`src/rtl/rv32i_pkg.sv`:
```
// rtl/rv32i_pkg.sv - shared RV32I opcodes, control encodings and enums
package rv32i_pkg;

  localparam logic [6:0] OP_R      = 7'b0110011;
  localparam logic [6:0] OP_I      = 7'b0010011;
  localparam logic [6:0] OP_LOAD   = 7'b0000011;
  localparam logic [6:0] OP_STORE  = 7'b0100011;
  localparam logic [6:0] OP_BRANCH = 7'b1100011;
  localparam logic [6:0] OP_JAL    = 7'b1101111;
  localparam logic [6:0] OP_JALR   = 7'b1100111;
  localparam logic [6:0] OP_LUI    = 7'b0110111;
  localparam logic [6:0] OP_AUIPC  = 7'b0010111;

  localparam logic [1:0] ALU_ADD    = 2'b00;
  localparam logic [1:0] ALU_BRANCH = 2'b01;
  localparam logic [1:0] ALU_RTYPE  = 2'b10;
  localparam logic [1:0] ALU_ITYPE  = 2'b11;

  localparam logic [1:0] A_RS1  = 2'b00;
  localparam logic [1:0] A_PC   = 2'b01;
  localparam logic [1:0] A_ZERO = 2'b10;

  localparam logic [1:0] PC_PLUS4 = 2'b00;
  localparam logic [1:0] PC_IMM   = 2'b01;
  localparam logic [1:0] PC_ALU   = 2'b10;
  localparam logic [1:0] PC_TRAP  = 2'b11;

  localparam logic [1:0] CAUSE_NONE    = 2'b00;
  localparam logic [1:0] CAUSE_ILLEGAL = 2'b01;
  localparam logic [1:0] CAUSE_TIMEOUT = 2'b10;

  typedef enum logic [2:0] {
    S_FETCH,
    S_DECODE,
    S_EXECUTE,
    S_MEM,
    S_WRITEBACK,
    S_TRAP
  } state_e;

  typedef enum logic [3:0] {
    C_R,
    C_I,
    C_LOAD,
    C_STORE,
    C_BRANCH,
    C_JAL,
    C_JALR,
    C_LUI,
    C_AUIPC
  } iclass_e;

endpackage

```
`src/rtl/multicycle_control_unit_classifier.sv`:
```
// rtl/multicycle_control_unit_classifier.sv - combinational opcode to instruction class decode
import rv32i_pkg::*;

module opcode_classifier #(
  parameter int ENABLE_JUMPS = 1
) (
  input  logic [6:0] opcode_i,
  output iclass_e    iclass_o,
  output logic       illegal_o
);

  logic jump_class;

  always_comb begin
    iclass_o   = C_R;
    illegal_o  = 1'b0;
    jump_class = 1'b0;
    case (opcode_i)
      OP_R:      iclass_o = C_R;
      OP_I:      iclass_o = C_I;
      OP_LOAD:   iclass_o = C_LOAD;
      OP_STORE:  iclass_o = C_STORE;
      OP_BRANCH: iclass_o = C_BRANCH;
      OP_JAL:    begin iclass_o = C_JAL;   jump_class = 1'b1; end
      OP_JALR:   begin iclass_o = C_JALR;  jump_class = 1'b1; end
      OP_LUI:    begin iclass_o = C_LUI;   jump_class = 1'b1; end
      OP_AUIPC:  begin iclass_o = C_AUIPC; jump_class = 1'b1; end
      default:   illegal_o = 1'b1;
    endcase
    // Jump and upper-immediate classes are only legal when the datapath supports them
    if (jump_class && (ENABLE_JUMPS == 0)) illegal_o = 1'b1;
  end

endmodule

```
`src/rtl/multicycle_control_unit.sv`:
```
// rtl/multicycle_control_unit.sv - multicycle RV32I control sequencer with bus-timeout and illegal-opcode traps
import rv32i_pkg::*;

module multicycle_control_unit #(
  parameter int MEM_TIMEOUT  = 16,
  parameter int ENABLE_JUMPS = 1,
  parameter int CNT_W        = 32
) (
  input  logic             clk,
  input  logic             rst_n,
  input  logic [6:0]       opcode,
  input  logic             imem_ready,
  input  logic             dmem_ready,
  input  logic             branch_taken,
  input  logic             trap_clear,
  output logic             imem_req,
  output logic             ir_write,
  output logic             dmem_req,
  output logic             mem_read,
  output logic             mem_write,
  output logic             reg_write,
  output logic             mem_to_reg,
  output logic             alu_src,
  output logic [1:0]       alu_a_src,
  output logic [1:0]       alu_op,
  output logic             pc_write,
  output logic [1:0]       pc_src,
  output logic             trap,
  output logic [1:0]       trap_cause,
  output logic [CNT_W-1:0] retired
);

  localparam int WAIT_W = $clog2(MEM_TIMEOUT + 1);
  localparam logic [WAIT_W-1:0] WAIT_LAST = WAIT_W'(MEM_TIMEOUT - 1);
  localparam logic [WAIT_W-1:0] WAIT_ONE  = WAIT_W'(1);

  state_e             state_q, state_d;
  iclass_e            class_q, class_d;
  logic [WAIT_W-1:0]  wait_q, wait_d;
  logic [1:0]         cause_q, cause_d;
  logic [CNT_W-1:0]   retired_q;

  iclass_e            dec_class;
  logic               dec_illegal;

  logic       imem_req_c, ir_write_c, dmem_req_c, mem_read_c, mem_write_c;
  logic       reg_write_c, mem_to_reg_c, alu_src_c, pc_write_c, trap_c;
  logic [1:0] alu_a_src_c, alu_op_c, pc_src_c;

  opcode_classifier #(
    .ENABLE_JUMPS(ENABLE_JUMPS)
  ) u_classifier (
    .opcode_i (opcode),
    .iclass_o (dec_class),
    .illegal_o(dec_illegal)
  );

  always_ff @(posedge clk or negedge rst_n) begin
    if (!rst_n) begin
      state_q   <= S_FETCH;
      class_q   <= C_R;
      wait_q    <= '0;
      cause_q   <= CAUSE_NONE;
      retired_q <= '0;
    end else begin
      state_q <= state_d;
      class_q <= class_d;
      wait_q  <= wait_d;
      cause_q <= cause_d;
      // The trap-exit PC redirect is not an instruction completion
      if (pc_write_c && (state_q != S_TRAP)) retired_q <= retired_q + CNT_W'(1);
    end
  end

  always_comb begin
    state_d      = state_q;
    class_d      = class_q;
    wait_d       = wait_q;
    cause_d      = cause_q;
    imem_req_c   = 1'b0;
    ir_write_c   = 1'b0;
    dmem_req_c   = 1'b0;
    mem_read_c   = 1'b0;
    mem_write_c  = 1'b0;
    reg_write_c  = 1'b0;
    mem_to_reg_c = 1'b0;
    alu_src_c    = 1'b0;
    alu_a_src_c  = A_RS1;
    alu_op_c     = ALU_ADD;
    pc_write_c   = 1'b0;
    pc_src_c     = PC_PLUS4;
    trap_c       = 1'b0;

    case (state_q)
      S_FETCH: begin
        imem_req_c = 1'b1;
        if (imem_ready) begin
          ir_write_c = 1'b1;
          state_d    = S_DECODE;
        end else if (wait_q == WAIT_LAST) begin
          cause_d = CAUSE_TIMEOUT;
          state_d = S_TRAP;
        end else begin
          wait_d = wait_q + WAIT_ONE;
        end
      end

      S_DECODE: begin
        if (dec_illegal) begin
          cause_d = CAUSE_ILLEGAL;
          state_d = S_TRAP;
        end else begin
          class_d = dec_class;
          state_d = S_EXECUTE;
        end
      end

      S_EXECUTE: begin
        state_d = S_WRITEBACK;
        case (class_q)
          C_R:     alu_op_c = ALU_RTYPE;
          C_I:     begin alu_op_c = ALU_ITYPE; alu_src_c = 1'b1; end
          C_LOAD,
          C_STORE: begin alu_src_c = 1'b1; state_d = S_MEM; end
          C_JALR:  alu_src_c = 1'b1;
          C_BRANCH: begin
            alu_op_c   = ALU_BRANCH;
            pc_write_c = 1'b1;
            pc_src_c   = branch_taken ? PC_IMM : PC_PLUS4;
            state_d    = S_FETCH;
          end
          C_JAL:   begin pc_write_c = 1'b1; pc_src_c = PC_IMM; end
          C_LUI:   begin alu_a_src_c = A_ZERO; alu_src_c = 1'b1; end
          C_AUIPC: begin alu_a_src_c = A_PC;   alu_src_c = 1'b1; end
          default: state_d = S_WRITEBACK;
        endcase
      end

      S_MEM: begin
        dmem_req_c  = 1'b1;
        mem_read_c  = (class_q == C_LOAD);
        mem_write_c = (class_q == C_STORE);
        if (dmem_ready) begin
          if (class_q == C_STORE) begin
            pc_write_c = 1'b1;
            pc_src_c   = PC_PLUS4;
            state_d    = S_FETCH;
          end else begin
            state_d = S_WRITEBACK;
          end
        end else if (wait_q == WAIT_LAST) begin
          cause_d = CAUSE_TIMEOUT;
          state_d = S_TRAP;
        end else begin
          wait_d = wait_q + WAIT_ONE;
        end
      end

      S_WRITEBACK: begin
        reg_write_c  = 1'b1;
        mem_to_reg_c = (class_q == C_LOAD);
        // JAL already redirected the PC in EXECUTE
        if (class_q != C_JAL) begin
          pc_write_c = 1'b1;
          pc_src_c   = (class_q == C_JALR) ? PC_ALU : PC_PLUS4;
        end
        state_d = S_FETCH;
      end

      S_TRAP: begin
        trap_c = 1'b1;
        if (trap_clear) begin
          pc_write_c = 1'b1;
          pc_src_c   = PC_TRAP;
          cause_d    = CAUSE_NONE;
          state_d    = S_FETCH;
        end
      end

      default: state_d = S_FETCH;
    endcase

    if ((state_d != state_q) && ((state_d == S_FETCH) || (state_d == S_MEM))) wait_d = '0;
  end

  // Reset state is FETCH, so every strobe is gated to keep the bus quiet while held in reset
  assign imem_req   = rst_n & imem_req_c;
  assign ir_write   = rst_n & ir_write_c;
  assign dmem_req   = rst_n & dmem_req_c;
  assign mem_read   = rst_n & mem_read_c;
  assign mem_write  = rst_n & mem_write_c;
  assign reg_write  = rst_n & reg_write_c;
  assign mem_to_reg = rst_n & mem_to_reg_c;
  assign alu_src    = rst_n & alu_src_c;
  assign alu_a_src  = {2{rst_n}} & alu_a_src_c;
  assign alu_op     = {2{rst_n}} & alu_op_c;
  assign pc_write   = rst_n & pc_write_c;
  assign pc_src     = {2{rst_n}} & pc_src_c;
  assign trap       = rst_n & trap_c;
  assign trap_cause = cause_q;
  assign retired    = retired_q;

endmodule
```
`config.mk`:
```
export PLATFORM = sky130hd
export DESIGN_NAME = multicycle_control_unit
export DESIGN_NICKNAME = d
export VERILOG_FILES = /design/src/rtl/rv32i_pkg.sv /design/src/rtl/multicycle_control_unit_classifier.sv /design/src/rtl/multicycle_control_unit.sv
export SDC_FILE = /design/constraint.sdc
export NUM_CORES = 1
export LEC_CHECK = 0
export CORE_MARGIN = 10
export CORE_UTILIZATION = 54
export CTS_BUF_LIST = sky130_fd_sc_hd__clkbuf_8 sky130_fd_sc_hd__clkbuf_16
export CTS_CLUSTER_SIZE = 25
export DETAILED_ROUTE_END_ITERATION = 8
export GPL_ROUTABILITY_DRIVEN = 0
export PLACE_DENSITY = 0.85
export SLEW_MARGIN = 15
export SYNTH_ARGS = -nofsm -noshare
export SYNTH_HDL_FRONTEND = slang
export SYNTH_SLANG_ARGS = --single-unit
```
`constraint.sdc`:
```
create_clock -name clk -period 4.7 [get_ports clk]
set_input_delay 0.47 -clock clk [delete_from_list [all_inputs] [get_ports clk]]
set_output_delay 0.47 -clock clk [all_outputs]
set_load 0.02 [all_outputs]
```
==> flow_metrics.env <==
export IMPL_status="finished clean"
export IMPL_fin_crit_ns=3.30
export IMPL_grt_usage=0.157
export IMPL_synth_edf_count=0
export IMPL_dieArea_mm2=0.00836
export IMPL_gr_total_overflow=0
export IMPL_timing_rr_start="state_q[2]"
export IMPL_setup_tns_ns=0
export IMPL_drc=0
export IMPL_hold_viol_final=0
export IMPL_avgSynthCellArea_um2=9.64
export IMPL_netlist_area_leader_share=0.418
export IMPL_worst_setup_path_start_kind="flip-flop"
export IMPL_htree_num_levels=2
export IMPL_cts_hold_fix_buffers=0
export IMPL_final_setup_skew_ns=0.00973
export IMPL_yosys_cell_count_top_type="dfrtp_1"
export IMPL_fmax_mhz=303
export IMPL_start_util=0.569
export IMPL_antenna_cells=0
export IMPL_power_density_mw_per_mm2=374
export IMPL_fp_dieH_um=91.4
export IMPL_dp_slack_ns=1.54
export IMPL_cts_max_path_buffers=2
export IMPL_cts_repair_resized=0
export IMPL_setup_ws_ns=1.40
export IMPL_synth_area_mm2=0.00276
export IMPL_ios=63
export IMPL_root_buffer="clkbuf_8"
export IMPL_period_share=0.703
export IMPL_antenna_found_initial=0
export IMPL_slowest_delay_ns=0.70
export IMPL_clk_latency_ns=0.31
export IMPL_finalNetCount=360
export IMPL_placedInstanceArea_mm2=0.00339
export IMPL_synth_seq_area_share=0.418
export IMPL_grt_pass1_vias=2263
export IMPL_drv_slew=0
export IMPL_path_class="reg -> out"
export IMPL_drive_gt1_frac=0.0787
export IMPL_area_delta_synth_final_pct=27.1
export IMPL_synth_warning_count=0
export IMPL_end_kind="output port"
export IMPL_cp_max_fo=19
export IMPL_first_pass_iters=4
export IMPL_cp_top_family="simple AND/OR/NAND/NOR gates"
export IMPL_p_leak_nw=1.42
export IMPL_syn_inst=286
export IMPL_dpl_hpwl_mm=4.91
export IMPL_yosysTopAreaCell="dfrtp_1"
export IMPL_rows=25
export IMPL_worstPathCellList="or3b_1 > a2bb2oi_1 > nand2_1 > and3_1 > clkdlybuf4s50_1"
export IMPL_async_flop_share=1.00
export IMPL_ys_types=55
export IMPL_ys_ff_latch=46
export IMPL_grt_max_degree=36
export IMPL_stdcell_area_mm2=0.00350
export IMPL_grt_pass1_wl_mm=11.0
export IMPL_drt_wl_total_mm=6.59
export IMPL_synth_ff_type="dfrtp_1"
export IMPL_worstSetupStartpoint="state_q[2]"
export IMPL_cts_sinks=46
export IMPL_numPortBuffers=62
export IMPL_cap_violations=0
export IMPL_antenna_left=0
export IMPL_wl_per_cell_um=16.1
export IMPL_ir_drop_uv=338
export IMPL_setup_violations=0
export IMPL_yosys_top_cells_count="46 x dfrtp_1, 33 x xnor2_1, 25 x nand2_1, 16 x nand4_1, 15 x and3_1"
export IMPL_synth_nets=304
export IMPL_cts_tree="done"
export IMPL_via_count=2332
export IMPL_rsz0062_at_grt="no"
export IMPL_r2r_slack_ns=2.08
export IMPL_postCtsSetupBuffers=0
export IMPL_numCtsBuffers=5
export IMPL_required_ns=4.23
export IMPL_dieWidth_um=91.4
export IMPL_clkSlewWorstSetupHoldPaths_ns=0.08
export IMPL_core_area_mm2=0.00485
export IMPL_via_per_inst=5.69
export IMPL_cp_slowest_cell="dfrtp_1"
export IMPL_crit_arrival_ns=2.83
export IMPL_drtIter0Drc=182
export IMPL_min_path_type="in -> async"
export IMPL_synth_area_leaders="dfrtp_1 42%, xnor2_1 10%, nand4_1 3.6%, and3_1 3.4%, nand2_1 3.4%"
export IMPL_worst_path_buf_inv=1
export IMPL_worst_pin_slew_ns=0.887
export IMPL_relSlewSlack=0.407
[cell usage in the layout (no fill, tap or decap), types with 2 or more instances in the layout]
master	instances
a211o_1	2
a211oi_1	2
a21oi_1	13
a221oi_1	2
and2_1	4
and3_1	15
and4_1	5
and4b_1	2
buf_4	2
clkbuf_8	5
clkdlybuf4s50_1	61
dfrtp_1	46
ha_1	5
inv_1	9
mux2_2	2
nand2_1	25
nand2b_1	4
nand3_1	11
nand3_2	8
nand3b_1	3
nand4_1	16
nor2_1	12
nor2b_1	3
nor3_1	4
nor3b_1	2
nor4_1	2
o21ai_0	12
o21bai_1	2
or4_1	2
xnor2_1	33
xor2_1	3
[routing by layer]
layer | global-route usage | wire (um) | part of all wire
met1 | 0.197 | 2860 | 0.43
met2 | 0.242 | 3090 | 0.47
met3 | 0.0617 | 570 | 0.086
met4 | 0.0509 | 74 | 0.011
met5 | 0 | 0 | 0
[metrics by stage]
stage	utilization	hold WS, ns	total power [mW]	std cells
finish	0.722	0.211	1.31	410
global route	0.722	0.269	1.40	410
CTS	0.722	0.232	1.32	410
floorplan	-	0.174	0.862	286
global placement	0.700	0.465	1.01	402
detailed placement	0.700	0.467	1.02	402
[cell type report]
class                      instances  area [um2]
inverter                           8        30.0
multi-input combinational        217        1500
clock inverter                     3        41.3
sequential                        46        1150
tap                               67        83.8
timing repair buffer              64         631
clock buffer                       5        68.8
fill                             373        1350
[worst paths after layout]
| path | end | cells after the start |
|---|---|---|
| setup / recovery | pc_write | 5 |
| hold reg to reg | retired[31] | 1 |
| setup reg to reg | retired[18] | 6 |
| min in group clk | retired[31] | 1 |
| max in group asynchronous | retired[2] | 2 |
| hold / removal | class_q[3] | 1 |
[sequential cells by signal, summed over array words and instances (netlist names)]
register,count
retired,32
wait_q,5
class_q,4
state_q,3
trap_cause,2
[worst reg2reg max path: stages (launching register included)]
cell	delay, ns
dfrtp_1	0.70
inv_1	0.26
ha_1	0.41
and3_1	0.42
and3_1	0.45
nand2_1	0.12
xnor2_1	0.16
[where the power goes]
group          switching [mW]  internal, mW  total, mW
Clock                   0.135         0.157      0.292
Sequential             0.0935         0.447      0.540
Combinational           0.265         0.211      0.477
Total                   0.494         0.815       1.31
[kinds of logic (layout without fill, tap and decap cells)]
group | count (synthesis) | in the layout | share of synthesized area
fa+ha+maj | 5 | 5 | 0.0227
simple gates | 127 | 127 | 0.279
buf+inv | 23 | 80 | 0.0395
xor+xnor | 36 | 36 | 0.114
mux | 3 | 3 | 0.0118
compound gates | 46 | 46 | 0.115
flops | 46 | 46 | 0.418
(Power assumes the default switching activity.)
